===== src/rtl/decoder24_pkg.sv =====
// Shared constants for the 4-to-2 line code, used by both the encoder and decoder sides.
package decoder24_pkg;

    localparam logic [1:0] CODE_A = 2'b11;
    localparam logic [1:0] CODE_B = 2'b10;
    localparam logic [1:0] CODE_C = 2'b01;
    localparam logic [1:0] CODE_D = 2'b00;

    localparam int IDX_A = 3;
    localparam int IDX_B = 2;
    localparam int IDX_C = 1;
    localparam int IDX_D = 0;

    // Every 2-bit code is legal, so the result is always exactly one-hot.
    function automatic logic [3:0] decode(input logic [1:0] code);
        logic [3:0] line;
        line = 4'b0000;
        case (code)
            CODE_A:  line[IDX_A] = 1'b1;
            CODE_B:  line[IDX_B] = 1'b1;
            CODE_C:  line[IDX_C] = 1'b1;
            default: line[IDX_D] = 1'b1;
        endcase
        return line;
    endfunction

endpackage


===== src/rtl/decoder24_stream_fifo2.sv =====
// Two-entry, 4-bit valid/ready FIFO. The in_ready output is registered, so no
// combinational path runs from out_ready to in_ready.
module fifo2_onehot (
    input  logic       clk,
    input  logic       rst_n,
    input  logic       in_valid,
    output logic       in_ready,
    input  logic [3:0] in_data,
    output logic       out_valid,
    input  logic       out_ready,
    output logic [3:0] out_data
);

    logic [3:0] r_mem [2];
    logic       r_wrPtr;
    logic       r_rdPtr;
    logic [1:0] r_count;
    logic       r_inReady;
    logic       w_push;
    logic       w_pop;
    logic [1:0] w_countNext;

    always_comb begin
        w_push      = in_valid && r_inReady;
        w_pop       = (r_count != 2'd0) && out_ready;
        w_countNext = r_count;
        case ({w_push, w_pop})
            2'b10:   w_countNext = r_count + 2'd1;
            2'b01:   w_countNext = r_count - 2'd1;
            default: w_countNext = r_count;
        endcase
    end

    // in_ready is loaded from the next occupancy, so it reads "occupancy < 2" for the current cycle.
    always_ff @(posedge clk or negedge rst_n) begin
        if (!rst_n) begin
            r_mem[0]  <= 4'b0000;
            r_mem[1]  <= 4'b0000;
            r_wrPtr   <= 1'b0;
            r_rdPtr   <= 1'b0;
            r_count   <= 2'd0;
            r_inReady <= 1'b0;
        end else begin
            if (w_push) begin
                r_mem[r_wrPtr] <= in_data;
                r_wrPtr        <= ~r_wrPtr;
            end
            if (w_pop) begin
                r_rdPtr <= ~r_rdPtr;
            end
            r_count   <= w_countNext;
            r_inReady <= (w_countNext < 2'd2);
        end
    end

    assign in_ready  = r_inReady;
    assign out_valid = (r_count != 2'd0);
    assign out_data  = out_valid ? r_mem[r_rdPtr] : 4'b0000;

endmodule


===== src/rtl/decoder24_stream.sv =====
// Streaming 2-to-4 line decoder: decodes {x,y} into a one-hot line, buffers it in a
// 2-entry FIFO and keeps saturating per-line occurrence counters for link statistics.
module decoder24_stream
    import decoder24_pkg::*;
#(
    parameter int CNT_W = 8
) (
    input  logic             clk,
    input  logic             rst_n,
    input  logic             in_valid,
    output logic             in_ready,
    input  logic             in_x,
    input  logic             in_y,
    output logic             out_valid,
    input  logic             out_ready,
    output logic [3:0]       out_line,
    input  logic             clr_cnt,
    input  logic [1:0]       cnt_sel,
    output logic [CNT_W-1:0] cnt_value,
    output logic [3:0]       cnt_sat
);

    localparam logic [CNT_W-1:0] CNT_MAX = '1;
    localparam logic [CNT_W-1:0] CNT_ONE = CNT_W'(1);

    logic [3:0]       w_decoded;
    logic             w_outHs;
    logic [CNT_W-1:0] r_cnt [4];
    logic [3:0]       r_sat;

    assign w_decoded = decode({in_x, in_y});

    fifo2_onehot u_fifo (
        .clk       (clk),
        .rst_n     (rst_n),
        .in_valid  (in_valid),
        .in_ready  (in_ready),
        .in_data   (w_decoded),
        .out_valid (out_valid),
        .out_ready (out_ready),
        .out_data  (out_line)
    );

    assign w_outHs = out_valid && out_ready;

    // Counters stop at the maximum value; a clear in the same cycle beats a counted handshake.
    always_ff @(posedge clk or negedge rst_n) begin
        if (!rst_n) begin
            for (int i = 0; i < 4; i++) begin
                r_cnt[i] <= '0;
            end
            r_sat <= 4'b0000;
        end else if (clr_cnt) begin
            for (int i = 0; i < 4; i++) begin
                r_cnt[i] <= '0;
            end
            r_sat <= 4'b0000;
        end else if (w_outHs) begin
            for (int i = 0; i < 4; i++) begin
                if (out_line[i] && (r_cnt[i] != CNT_MAX)) begin
                    r_cnt[i] <= r_cnt[i] + CNT_ONE;
                    if (r_cnt[i] == (CNT_MAX - CNT_ONE)) begin
                        r_sat[i] <= 1'b1;
                    end
                end
            end
        end
    end

    assign cnt_value = r_cnt[cnt_sel];
    assign cnt_sat   = r_sat;

endmodule


===== config.mk =====
export PLATFORM = sky130hd
export DESIGN_NAME = decoder24_stream
export DESIGN_NICKNAME = d
export VERILOG_FILES = /design/src/rtl/decoder24_pkg.sv /design/src/rtl/decoder24_stream_fifo2.sv /design/src/rtl/decoder24_stream.sv
export SDC_FILE = /design/constraint.sdc
export NUM_CORES = 1
export LEC_CHECK = 0
export ABC_AREA = 0
export BUFFER_PORTS_ARGS = -buffer_cell sky130_fd_sc_hd__buf_2
export CAP_MARGIN = 20
export CORE_MARGIN = 2
export CORE_UTILIZATION = 45
export CTS_CLUSTER_SIZE = 8
export DETAILED_ROUTE_END_ITERATION = 10
export PLACE_DENSITY = 0.73
export SYNTH_ARGS = -nofsm -noshare
export SYNTH_HDL_FRONTEND = slang
export SYNTH_HIERARCHICAL = 1
export SYNTH_SLANG_ARGS = --single-unit

===== constraint.sdc =====
create_clock -name clk -period 3.15 [get_ports clk]
set_clock_uncertainty 0.1 [all_clocks]
set_input_delay 0.63 -clock clk [delete_from_list [all_inputs] [get_ports clk]]
set_output_delay 0.63 -clock clk [all_outputs]
set_load 0.01 [all_outputs]

# ---- After elaboration in Yosys (flattened, before gate mapping)
# Index checks and enable logic that the tools add are counted.
dict set report word_totals {
  regBits 49
  input_bits 9
  output_inout_bits 18
  word_cells 100
}
dict set report op_classes {
  n_addsub 6
  n_lt_le_gt_ge 5
  eq_ne 13
  muxes 31
  bitwise 5
  reduce_logical 26
}
# cell n
set ops {}
lappend ops {{$mux W32} 2}
lappend ops {{$mux W8} 6}
lappend ops {{$add A8 B1 Y8 const B} 4}
lappend ops {{$eq A8 B8 Y1 const B} 4}
lappend ops {{$ne A8 B8 Y1 const B} 4}
lappend ops {{$mux W4} 7}
lappend ops {{$reduce_bool A2 Y1} 10}
lappend ops {{$bmux W8 S2} 1}
lappend ops {{$mux W1} 12}
lappend ops {{$reduce_and A3 Y1} 4}
lappend ops {{$bwmux W8} 1}
lappend ops {{$reduce_and A2 Y1} 4}
lappend ops {{$logic_and A1 B1 Y1} 7}
lappend ops {{$eq A2 B2 Y1 const B} 3}
lappend ops {{$demux W4 S1} 1}
lappend ops {{$eq A2 B1 Y1 const B} 2}
lappend ops {{$ge A2 B2 Y1 const B} 2}
lappend ops {{$not A1 Y2} 2}
lappend ops {{$pmux W2 S2} 1}
lappend ops {{$ge A3 B3 Y1 const B} 1}
lappend ops {{$not A2 Y3} 1}
lappend ops {{$reduce_or A3 Y1} 1}
lappend ops {{$add A2 B1 Y2 const B} 1}
lappend ops {{$lt A2 B1 Y1 const B} 1}
lappend ops {{other kinds (3)} 4}

# ---- Depth between registers and ports, before layout
# Gate-level depths: netlist of the first run.
dict set report logic_depth {
  ltp_word 9
  ltp_mapped 7
  ltp_nobuf 6
}

# ---- By module
# Netlist of the first run, hierarchy kept.
# module n_inst cells_each area_each_um2 seq_area_each_um2
set modules_own_cells {}
lappend modules_own_cells {decoder24_stream 1 229 2313.5 900.9}
lappend modules_own_cells {fifo2_onehot 1 44 588.1 325.3}

# ---- Worst setup path after synthesis of the first run
# OpenSTA, ideal clock, no wires.
dict set report synth_timing {
  kind {input to output}
  startpoint {in cnt_sel[0]}
  endpoint {out cnt_value[0]}
  t_arrival_ns 1.408
  required_time_ns 2.420
  setup_slack_ns 1.012
  cell_stages 2
  path_cell_list {buf_2 -> mux4_2}
}
dict set report synth_via {
  elab_chain_cells 4
}
# item line_no
set synth_rtl {}
lappend synth_rtl {{start: declaration} decoder24_stream.sv:18} ;# input logic [1:0] cnt_sel,
lappend synth_rtl {{$not A2 Y3 (implied by the code)} decoder24_stream.sv:70} ;# assign cnt_value = r_cnt[cnt_sel];
lappend synth_rtl {{$bmux W8 S2} decoder24_stream.sv:70}
lappend synth_rtl {{$mux W8 (implied by the code) (2 in a row)} decoder24_stream.sv:70}
lappend synth_rtl {{end: declaration} decoder24_stream.sv:19} ;# output logic [CNT_W-1:0] cnt_value,
# Every way passes these cells. The select of a mux whose other input is x is not followed.

# ---- Worst setup path after layout of the first run
dict set report layout_timing {
  startpoint {reg u_fifo.r_count[0]}
  endpoint {out out_valid}
}
dict set report layout_via {
  elab_chain_cells 1
}
# item line_no
set layout_rtl {}
lappend layout_rtl {{start: declaration} decoder24_stream_fifo2.sv:17} ;# logic [1:0] r_count;
lappend layout_rtl {{start signal: assignment} decoder24_stream_fifo2.sv:51} ;# r_count <= w_countNext;
lappend layout_rtl {{$reduce_bool A2 Y1} decoder24_stream_fifo2.sv:57} ;# assign out_valid = (r_count != 2'd0);
lappend layout_rtl {{end: declaration} decoder24_stream.sv:14} ;# output logic out_valid,
# Every way passes these cells.

==> results of run 1 <==
per-stage QoR:
stage	setup slack (ns)	instances
2_1_floorplan	1.01	273
3_3_place_gp	0.848	366
3_5_place_dp	0.829	366
4_1_cts	0.710	373
5_1_grt	0.562	373
6_report	0.719	373
routing by layer:
metal  share of wire  wire length, um
met1            0.45             2630
met2            0.51             2950
met3           0.027              155
met4           0.011               63
met5               0                0
where the power goes:
part	internal, uW	switching [uW]	total, uW
clock network	174	205	379
registers	744	122	866
logic	263	324	587
total	1180	651	1830
cell families after synthesis:
logic type | count (synthesis)
compound gates | 41
buf+inv | 21
fa+ha+maj | 9
xor+xnor | 16
flops | 49
simple gates | 115
mux | 22
flip-flops by register name, indices dropped and copies added (netlist names), named ones only:
register	cells
u_fifo/r_rdPtr	1
u_fifo/r_count	1
u_fifo/r_mem	8
u_fifo/in_ready	1
u_fifo/r_wrPtr	1
cnt_sat	4
r_cnt	32
worst max-delay path by stage:
| stage | depth (start not counted) | slack (ns) | end |
|---|---|---|---|
| after floorplan | 2 | 1.01 | cnt_value[0] |
| after global placement | 3 | 0.85 | cnt_value[4] |
| after CTS | 3 | 0.71 | out_valid |
| final | 3 | 0.72 | out_valid |
| after global routing | 3 | 0.56 | out_valid |
| after detailed placement | 3 | 0.83 | cnt_value[6] |
critical path: cells and delay by family, from the launching register on:
family	cells	cell delay (ns)
flip-flops	1	0.42
AND/OR/NAND/NOR	1	0.41
buffers and inverters	2	0.56
cells in the final DEF, fill, tap and decap left out, types with 2 or more instances in the layout:
| master | instances |
|---|---|
| nor2_1 | 36 |
| clkbuf_8 | 6 |
| nand3_1 | 9 |
| and4_1 | 5 |
| mux2_2 | 4 |
| and3_1 | 3 |
| nand2_1 | 16 |
| mux2i_1 | 6 |
| mux4_2 | 8 |
| a211oi_1 | 10 |
| mux2_1 | 4 |
| dfrtp_1 | 49 |
| nor3_1 | 12 |
| nor2b_1 | 2 |
| nand3_2 | 4 |
| nand4_1 | 4 |
| nand4_2 | 2 |
| buf_4 | 2 |
| buf_2 | 26 |
| nor4_2 | 5 |
| a31oi_1 | 8 |
| a211oi_2 | 3 |
| inv_1 | 9 |
| and3_4 | 2 |
| a21oi_1 | 7 |
| and3_2 | 2 |
| ha_1 | 9 |
| xor2_1 | 3 |
| xnor2_1 | 13 |
| a41oi_1 | 3 |
| a21oi_2 | 2 |
| a311oi_1 | 2 |
layout make-up:
cell class | instances | share of cell area
inverter | 9 | 0.0107
sequential | 49 | 0.387
clock inverter | 1 | 0.00237
tap | 77 | 0.0304
timing repair buffer | 28 | 0.0458
clock buffer | 6 | 0.0261
multi-input combinational | 203 | 0.497
==> results.md, run 1 <==
* Hold buffer count at cts at 0
* Unrepaired setup endpoints after global routing: false
* ANT cells at 0
* Gr ovfl total at 0
* Critical path class: register to output port
* Post-synth EDFFs at 0
* Net count after synthesis at 291
* Fin area at 3170 um2
* MaxCap Viol Count at 0
* Post-CTS sizing at 0
* Met1 Track Usage GR at 0.226
* Final Hold Vio Count at 0
* Share of post-route cells with drive strength above 1 at 0.250
* Die area at 7110 um2
* Reg clk slew, reported paths at 0.09 ns
* Worst-case reg-to-reg path depth at 6
* Worst reg2reg startpoint: u_fifo/r_count[0]
* Adder-Cell Fraction of Synth Area at 0.0388
* Yosys cell types at 52
* CTS Sinks at 49
* XOR/XNOR Fraction of Synth Area at 0.0483
* CTS Buf Count at 5
* Slew Viols, Final at 0
* M2 GR Usage at 0.288
* Busiest grt layer: met2
* Synth Area in Compound Gates at 0.108
* Initial antenna violation count at 0
* Status: completed
* CTS tree: yes
* Largest family of logic cells by synthesized area: simple AND/OR/NAND/NOR gates
* Cell count after synthesis at 273
* Final period util at 0.772
* Vias at 2,118
* P&R area growth vs syn at 9.10%
* Leakage at 0.00128 uW
* Post-Synth Simple-Gate Area at 0.234
* Hold Crit Class: primary input to asynchronous set/reset pin
* Vias/cell at 5.68
* Synth Cell Area at 2900 um2
* Drt total wl at 5800 um
* Site row count at 29
* Worst Path Max Fanout at 10
* Rel. slew slack at 0.539
* R2R Path End: r_cnt[13]
* Biggest area consumer among synthesized cells: dfrtp_1
* Drt drc at 0
* Buffers added on ports at 26
* Peak VDD IR at 336 uV
* Synth Area per Inst at 10.6 um2
* Setup Buffers After CTS at 0
* Clk buf depth at 2
* Post-DP HPWL at 4340 um
* I/O pin count at 27
* Post-DR wirelength/cell at 15.6 um
* First-pass GRT wire length at 9810 um
* Fillers at 562
* Antenna Nets Post-Route at 0
* GRT Overall Usage at 0.172
* Cells along the critical path: nor2_1, inv_1, buf_2
* CORE AREA at 6280 um2
* DIE WIDTH at 84.3 um
* Seq cells post-synth at 49
* Top_reg_cell synth: dfrtp_1
* Most numerous cell in the Yosys netlist: dfrtp_1
* Root buf cell: clkbuf_8
* FMAX at 411 MHz
* Synth async-reset ratio at 1.00
* Post-route setup TNS at 0 ns
* Commonest cells in the netlist: dfrtp_1 (49), nor2_1 (36), nand2_1 (16)
* Die height at 84.3 um
* Worst hold margin at 0.206 ns
* Final min period at 2.43 ns
* Multi-input gate area at 1570 um2
* Crit path from: u_fifo/r_count[0]
* Slowest stage delay, CP at 0.42 ns
* Reg area at 1230 um2
* Clk Latency, worst-skew pair at 0.30 ns
* Initial Util at 0.462
* Final Wtd Congestion at 0.862
* Post-synthesis sequential area ratio at 0.423
* Overall power at 1830 uW
* Startpoint types: register
* Post-Route Utilization at 0.504
* Synth area leaders: dfrtp_1 (42%), mux4_2 (6.2%), nor2_1 (4.7%)
* Initial drt markers at 122
* Critical Path RT at 2.42 ns
* Number of global-route vias before repair at 2,023
* Actual slew at the worst max-slew pin at 0.692 ns
* Nets at 314
* Setup-failing EPs final at 0
* Slowest CP cell: dfrtp_1
* Pwr Density at 579 nW/um2
* Area share of the largest cell type after synthesis at 0.423
* Routing usage on met3 at 0.0295
* Synth Warn # at 6
* Mux cell area share after synthesis at 0.114
* Largest net degree at the start of global routing at 38
* Type of destination of the critical path: output port
* DP Area at 3080 um2
* DRT Pass-1 Iters at 4
* Reg-to-reg slack, setup at 1.00 ns
* # H-tree levels at 2
* Arrival time worst endpoint at 1.70 ns
No activity file was read; power rests on OpenSTA's default activity.
==> inputs of run 2 (changes only) <==
- ABC_AREA: 0 -> 1
- PLACE_DENSITY: 0.73 -> 0.75
- clock period: 3.15 -> 2 ns (I/O delays scaled with it)
==> run 2 against run 1 <==
Against the previous run:
- sequential power is 51% higher
- area after synthesis rose by 7.0%
- non-clock buffer count rose by 4
- critical path type unchanged
- largest cell class unchanged
==> results.md, run 2 <==
* Status: completed (unchanged)
* Reg-to-reg slack, setup at 0.18 ns (was 1.00 ns)
* Die height at 87.1 um (was 84.3 um)
* Initial Util at 0.462 (about the same)
* Final min period at 1.91 ns
* Reg clk slew, reported paths at 0.09 ns (about the same)
* Vias at 2,768 (was 2,118)
* Yosys cell types at 31 (was 52)
* CORE AREA at 6720 um2 (was 6280 um2)
* Drt drc at 0 (unchanged)
* Actual slew at the worst max-slew pin at 0.593 ns (was 0.692 ns)
* Peak VDD IR at 679 uV (was 336 uV)
* DIE WIDTH at 87.1 um (was 84.3 um)
* Worst reg2reg startpoint: u_fifo/r_count[0] (unchanged)
* Most numerous cell in the Yosys netlist: nand2_1 (was dfrtp_1)
* DP Area at 3350 um2 (was 3080 um2)
* Buffers added on ports at 26 (unchanged)
* GRT Overall Usage at 0.194 (was 0.172)
* CTS tree: yes (unchanged)
* Hold Crit Start: in_valid
* Fin area at 3490 um2 (was 3170 um2)
* Largest register by flop count: r_cnt (unchanged)
* Post-DR wirelength/cell at 12.7 um (was 15.6 um)
* Leakage at 0.00169 uW (was 0.00128 uW)
* Vias/cell at 5.22 (was 5.68)
* Clk buf depth at 2 (unchanged)
* Number of global-route vias before repair at 2,550 (was 2,023)
* Gr ovfl total at 0 (unchanged)
* Startpoint types: register (unchanged)
* Hold Crit Class: primary input to register (was primary input to asynchronous set/reset pin)
* Final Hold Vio Count at 0 (unchanged)
* Critical path class: register to output port (unchanged)
* Biggest area consumer among synthesized cells: dfrtp_1 (unchanged)
* Post-synth EDFFs at 0 (unchanged)
* Initial antenna violation count at 0 (unchanged)
* CTS Buf Count at 5 (unchanged)
* Nets at 467 (was 314)
* MaxCap Viol Count at 0 (unchanged)
* Unrepaired setup endpoints after global routing: true (was false)
* Synth area leaders: dfrtp_1 (40%), nand2_1 (14%), inv_1 (6.4%) (was dfrtp_1 (42%), mux4_2 (6.2%), nor2_1 (4.7%))
* Worst Path Max Fanout at 4 (was 10)
* Synth Cell Area at 3100 um2 (was 2900 um2)
* Setup-failing EPs final at 0 (unchanged)
* Post-DP HPWL at 4980 um (was 4340 um)
* Drt total wl at 6730 um (was 5800 um)
* Area share of the largest cell type after synthesis at 0.395 (was 0.423)
* Post-synthesis sequential area ratio at 0.395 (was 0.423)
* I/O pin count at 27 (unchanged)
* Commonest non-fill, non-tap cells in the layout: nand2_1 (119), inv_1 (53), dfrtp_1 (49) (was dfrtp_1 (49), nor2_1 (36), buf_2 (26))
* Commonest cells in the netlist: nand2_1 (119), inv_1 (53), dfrtp_1 (49) (was dfrtp_1 (49), nor2_1 (36), nand2_1 (16))
* Cell count after synthesis at 418 (was 273)
* FMAX at 524 MHz
* Root buf cell: clkbuf_8 (unchanged)
* Worst Hold Path EP: u_fifo/r_wrPtr
* Critical Path RT at 1.50 ns (was 2.42 ns)
* Die area at 7580 um2 (was 7110 um2)
* Worst hold margin at 0.281 ns (was 0.206 ns)
* Clk Latency, worst-skew pair at 0.31 ns (was 0.30 ns)
* Antenna Nets Post-Route at 0 (unchanged)
* Max FFs per register at 32 (unchanged)
* Synth Area per Inst at 7.43 um2 (was 10.6 um2)
* Type of destination of the critical path: output port (unchanged)
* R2R Path End: r_cnt[28] (was r_cnt[13])
* Initial drt markers at 142 (was 122)
* DRT Pass-1 Iters at 4 (unchanged)
* Worst-case reg-to-reg path depth at 10 (was 6)
* Net count after synthesis at 436 (was 291)
* Synth async-reset ratio at 1.00 (unchanged)
* Hold path depth at 4
* Share of post-route cells with drive strength above 1 at 0.173 (was 0.250)
* ANT cells at 0 (unchanged)
* Final Wtd Congestion at 0.878 (was 0.862)
* Rel. slew slack at 0.605 (was 0.539)
* Final period util at 0.953
* Largest net degree at the start of global routing at 50 (was 38)
* Arrival time worst endpoint at 1.41 ns (was 1.70 ns)
* Seq cells post-synth at 49 (unchanged)
* Top_reg_cell synth: dfrtp_1 (unchanged)
* P&R area growth vs syn at 12.5% (was 9.10%)
* First-pass GRT wire length at 11,800 um (was 9810 um)
* CTS Sinks at 49 (unchanged)
* Site row count at 30 (was 29)
* Slew Viols, Final at 0 (unchanged)
* Synth Warn # at 6 (unchanged)
* # H-tree levels at 2 (unchanged)
* Pwr Density at 872 nW/um2 (was 579 nW/um2)
* Most common cell after layout, fill and taps aside: nand2_1 (was dfrtp_1)
[run 2: repair_timing]
action                                 4_1_cts  5_1_grt
gates resized for setup                      0        2
hold buffers                                 1        0
buffers inserted                             0        1
setup endpoints to repair                    0        6
endpoints found under the hold margin       49        0
[run 2: cell families after synthesis]
family / count (synthesis) / share of synthesized area
AO/OA/AOI/OAI: 70 / 0.139
XOR/XNOR: 8 / 0.0226
adder cells (fa/ha/maj): 9 / 0.0363
buffers and inverters: 63 / 0.0810
flip-flops: 49 / 0.395
AND/OR/NAND/NOR: 219 / 0.326
[run 2: report_power, final]
group          switching (uW)  total, uW  internal (uW)
registers                 142       1310           1160
clock network             353        760            407
logic                     632        979            346
[run 2: metal layers]
| layer | up-vias | wire, um | global-route usage |
|---|---|---|---|
| met5 | - | 0 | 0 |
| met4 | 0 | 53 | 0.0426 |
| met3 | 6 | 435 | 0.0436 |
| met2 | 71 | 3150 | 0.314 |
| met1 | 1289 | 3090 | 0.267 |
| li1 | 1402 | - | - |
[run 2: critical path: stages, from the launching register on]
cell,delay [ns]
dfrtp_1,0.40
inv_1,0.07
nand2_1,0.13
inv_1,0.12
a21oi_1,0.21
buf_2,0.17
[run 2: how the worst max path moves through the flow]
stage	to	cells after the start	start	slack [ns]
floorplan	r_cnt[23]	11	u_fifo/r_count[0]	0.23
global placement	cnt_value[3]	5	cnt_sel[0]	0.20
detailed placement	cnt_value[4]	5	cnt_sel[0]	0.18
CTS	out_line[1]	5	u_fifo/r_count[0]	0.07
global route	out_line[0]	5	u_fifo/r_count[0]	-0.03
finish	out_line[0]	5	u_fifo/r_count[0]	0.09
[run 2: layout make-up]
class	count	area, um2
Multi-Input combinational cell	306	1630
Clock buffer	6	82.6
Clock inverter	2	37.5
Inverter	55	208
Timing Repair Buffer	32	203
Sequential cell	49	1230
Tap cell	80	100
Fill cell	621	3230
[run 2: stage by stage]
step	util	setup WS (ns)	TNS [ns]	std cells	total power, uW
6_report	0.520	0.0934	0	530	3040
5_1_grt	0.520	-0.0319	-0.0593	530	3250
4_1_cts	0.517	0.0700	0	529	3040
3_5_place_dp	0.498	0.179	0	520	2280
3_3_place_gp	0.498	0.203	0	520	2240
2_1_floorplan	-	0.234	0	418	1990
==> inputs of run 3 (changes only) <==
- CORE_ASPECT_RATIO: default -> 1.25
- PLACE_DENSITY: 0.75 -> 0.73
- clock period: 2 -> 2.2 ns (I/O delays scaled with it)
==> run 3 against run 2 <==
Against the previous run:
- first-iteration DRC count rose by 32%
- highest routed layer unchanged
- clock-buffer cell count shrank 1
- sequential share of layout area rose by 0.51 points
- routed wire length is 1.2% lower
==> results.md, run 3 (synthesized netlist as in run 2, its figures left out) <==
* GRT Overall Usage at 0.190 (was 0.194)
* Buffers added on ports at 26 (unchanged)
* Number of global-route vias before repair at 2,579 (was 2,550)
* Post-DR wirelength/cell at 12.5 um (was 12.7 um)
* First-pass GRT wire length at 11,500 um (was 11,800 um)
* Setup Buffers After CTS at 0 (unchanged)
* Root buf cell: clkbuf_8 (unchanged)
* Largest register by flop count: r_cnt (unchanged)
* Largest net degree at the start of global routing at 39 (was 50)
* DRT Pass-1 Iters at 5 (was 4)
* Clk Latency, worst-skew pair at 0.31 ns (about the same)
* FMAX at 496 MHz
* Site row count at 33 (was 30)
* Final min period at 2.02 ns
* Finished Layout Cells at 533 (was 530)
* Final Wtd Congestion at 0.863 (was 0.878)
* Final Hold Vio Count at 0 (unchanged)
* Slew Viols, Final at 0 (unchanged)
* Vias at 2,734 (was 2,768)
* Reg clk slew, reported paths at 0.08 ns (was 0.09 ns)
* Drt drc at 0 (unchanged)
* Antenna Nets Post-Route at 0 (unchanged)
* Vias/cell at 5.13 (was 5.22)
* CTS Sinks at 49 (unchanged)
* Switching power summed over all nets at 977 uW (was 1130 uW)
* Leakage at 0.00166 uW (was 0.00169 uW)
* Peak VDD IR at 656 uV (was 679 uV)
* Max FFs per register at 32 (unchanged)
* Pwr Density at 774 nW/um2 (was 872 nW/um2)
* Final period util at 0.917
* Nets at 464 (was 467)
* Status: completed (unchanged)
* CORE AREA at 6610 um2 (was 6720 um2)
* MaxCap Viol Count at 0 (unchanged)
* DIE WIDTH at 78.3 um (was 87.1 um)
* Clk buf depth at 2 (unchanged)
* ANT cells at 0 (unchanged)
* Rel. slew slack at 0.551 (was 0.605)
* Type of destination of the critical path: output port (unchanged)
* Cells after DPL at 525 (was 520)
* Hold Crit Class: primary input to register (unchanged)
* Combinational Power Share at 0.317 (was 0.322)
* Reg-to-reg slack, setup at 0.38 ns (was 0.18 ns)
* Arrival time worst endpoint at 1.48 ns (was 1.41 ns)
* CTS tree: yes (unchanged)
* Flop pwr share at 0.445 (was 0.429)
* Sw Ratio at 0.367 (was 0.370)
* Post-DP HPWL at 5020 um (was 4980 um)
* Gr ovfl total at 0 (unchanged)
* CTS Buf Count at 5 (unchanged)
* Worst Path Max Fanout at 18 (was 4)
* I/O pin count at 27 (unchanged)
* Initial Util at 0.470 (was 0.462)
* Actual slew at the worst max-slew pin at 0.672 ns (was 0.593 ns)
* Die area at 7580 um2 (about the same)
* Int Power at 1690 uW (was 1920 uW)
* Post-CTS sizing at 0 (unchanged)
* Clock power frac at 0.237 (was 0.250)
* Most common cell after layout, fill and taps aside: nand2_1 (unchanged)
* Setup-failing EPs final at 0 (unchanged)
* Critical path class: primary input to output port (was register to output port)
* Unrepaired setup endpoints after global routing: false (was true)
* Drt total wl at 6650 um (was 6730 um)
* Initial antenna violation count at 0 (unchanged)
* Critical Path RT at 1.66 ns (was 1.50 ns)
* P&R area growth vs syn at 10.8% (was 12.5%)
* Startpoint types: primary input (was register)
* Initial drt markers at 187 (was 142)
* Share of post-route cells with drive strength above 1 at 0.161 (was 0.173)
* # H-tree levels at 2 (unchanged)
* Die height at 96.9 um (was 87.1 um)
* Commonest non-fill, non-tap cells in the layout: nand2_1 (119), inv_1 (53), dfrtp_1 (49) (unchanged)
* Post-route setup TNS at 0 ns (unchanged)
run 3: metal layers:
| metal | share of wire | vias up | global-route usage |
|---|---|---|---|
| met3 | 0.055 | 10 | 0.0410 |
| met4 | 0.021 | 0 | 0.0796 |
| li1 | - | 1384 | - |
| met5 | 0 | - | 0 |
| met1 | 0.45 | 1271 | 0.240 |
| met2 | 0.48 | 69 | 0.312 |
run 3: power by group through the flow:
stage          registers [uW]  logic (uW)  clock network [uW]
2_1_floorplan            1180         630                   0
3_3_place_gp             1200         832                   0
3_5_place_dp             1200         855                   0
4_1_cts                  1180         857                 648
5_1_grt                  1210         965                 693
6_report                 1190         846                 632
run 3: worst max-delay path, cell delays in order:
cell and delay (ns):
buf_2 0.22, inv_1 0.25, o21ai_0 0.21, a21oi_1 0.07
a21oi_1 0.14, buf_2 0.15
run 3: what timing repair did:
action	in CTS	in global routing
hold endpoints to repair	11	0
hold buffers	1	0
endpoints found under the setup margin	0	0
run 3: stage by stage:
step                      utilization  hold WS [ns]  power, uW  setup WS, ns  cell area, um2
final                           0.521         0.317       2660         0.182            3440
after global routing            0.521         0.348       2870        0.0444            3440
after CTS                       0.521         0.309       2690         0.206            3440
after detailed placement        0.504         0.247       2050         0.214            3330
after global placement          0.504         0.251       2030         0.274            3330
after floorplan                     -        0.0444       1810         0.434            3100
run 3: area by class of cell:
class	instances	area, um2
Fill cell	627	3170
Clock inverter	2	35.0
Sequential cell	49	1230
Tap cell	87	109
Inverter	55	208
Timing Repair Buffer	29	168
Multi-Input combinational cell	306	1630
Clock buffer	5	68.8
run 3: final timing paths:
kind	startpoint	cells after the start	to
setup / recovery	cnt_sel[0]	6	cnt_value[0]
hold / removal	in_valid	4	u_fifo/r_wrPtr
setup reg to reg	u_fifo/r_count[0]	11	r_cnt[19]
hold reg to reg	u_fifo/r_mem[3]	2	u_fifo/r_mem[3]
max in group asynchronous	rst_n	3	cnt_sat[2]
min in group asynchronous	rst_n	2	r_cnt[29]
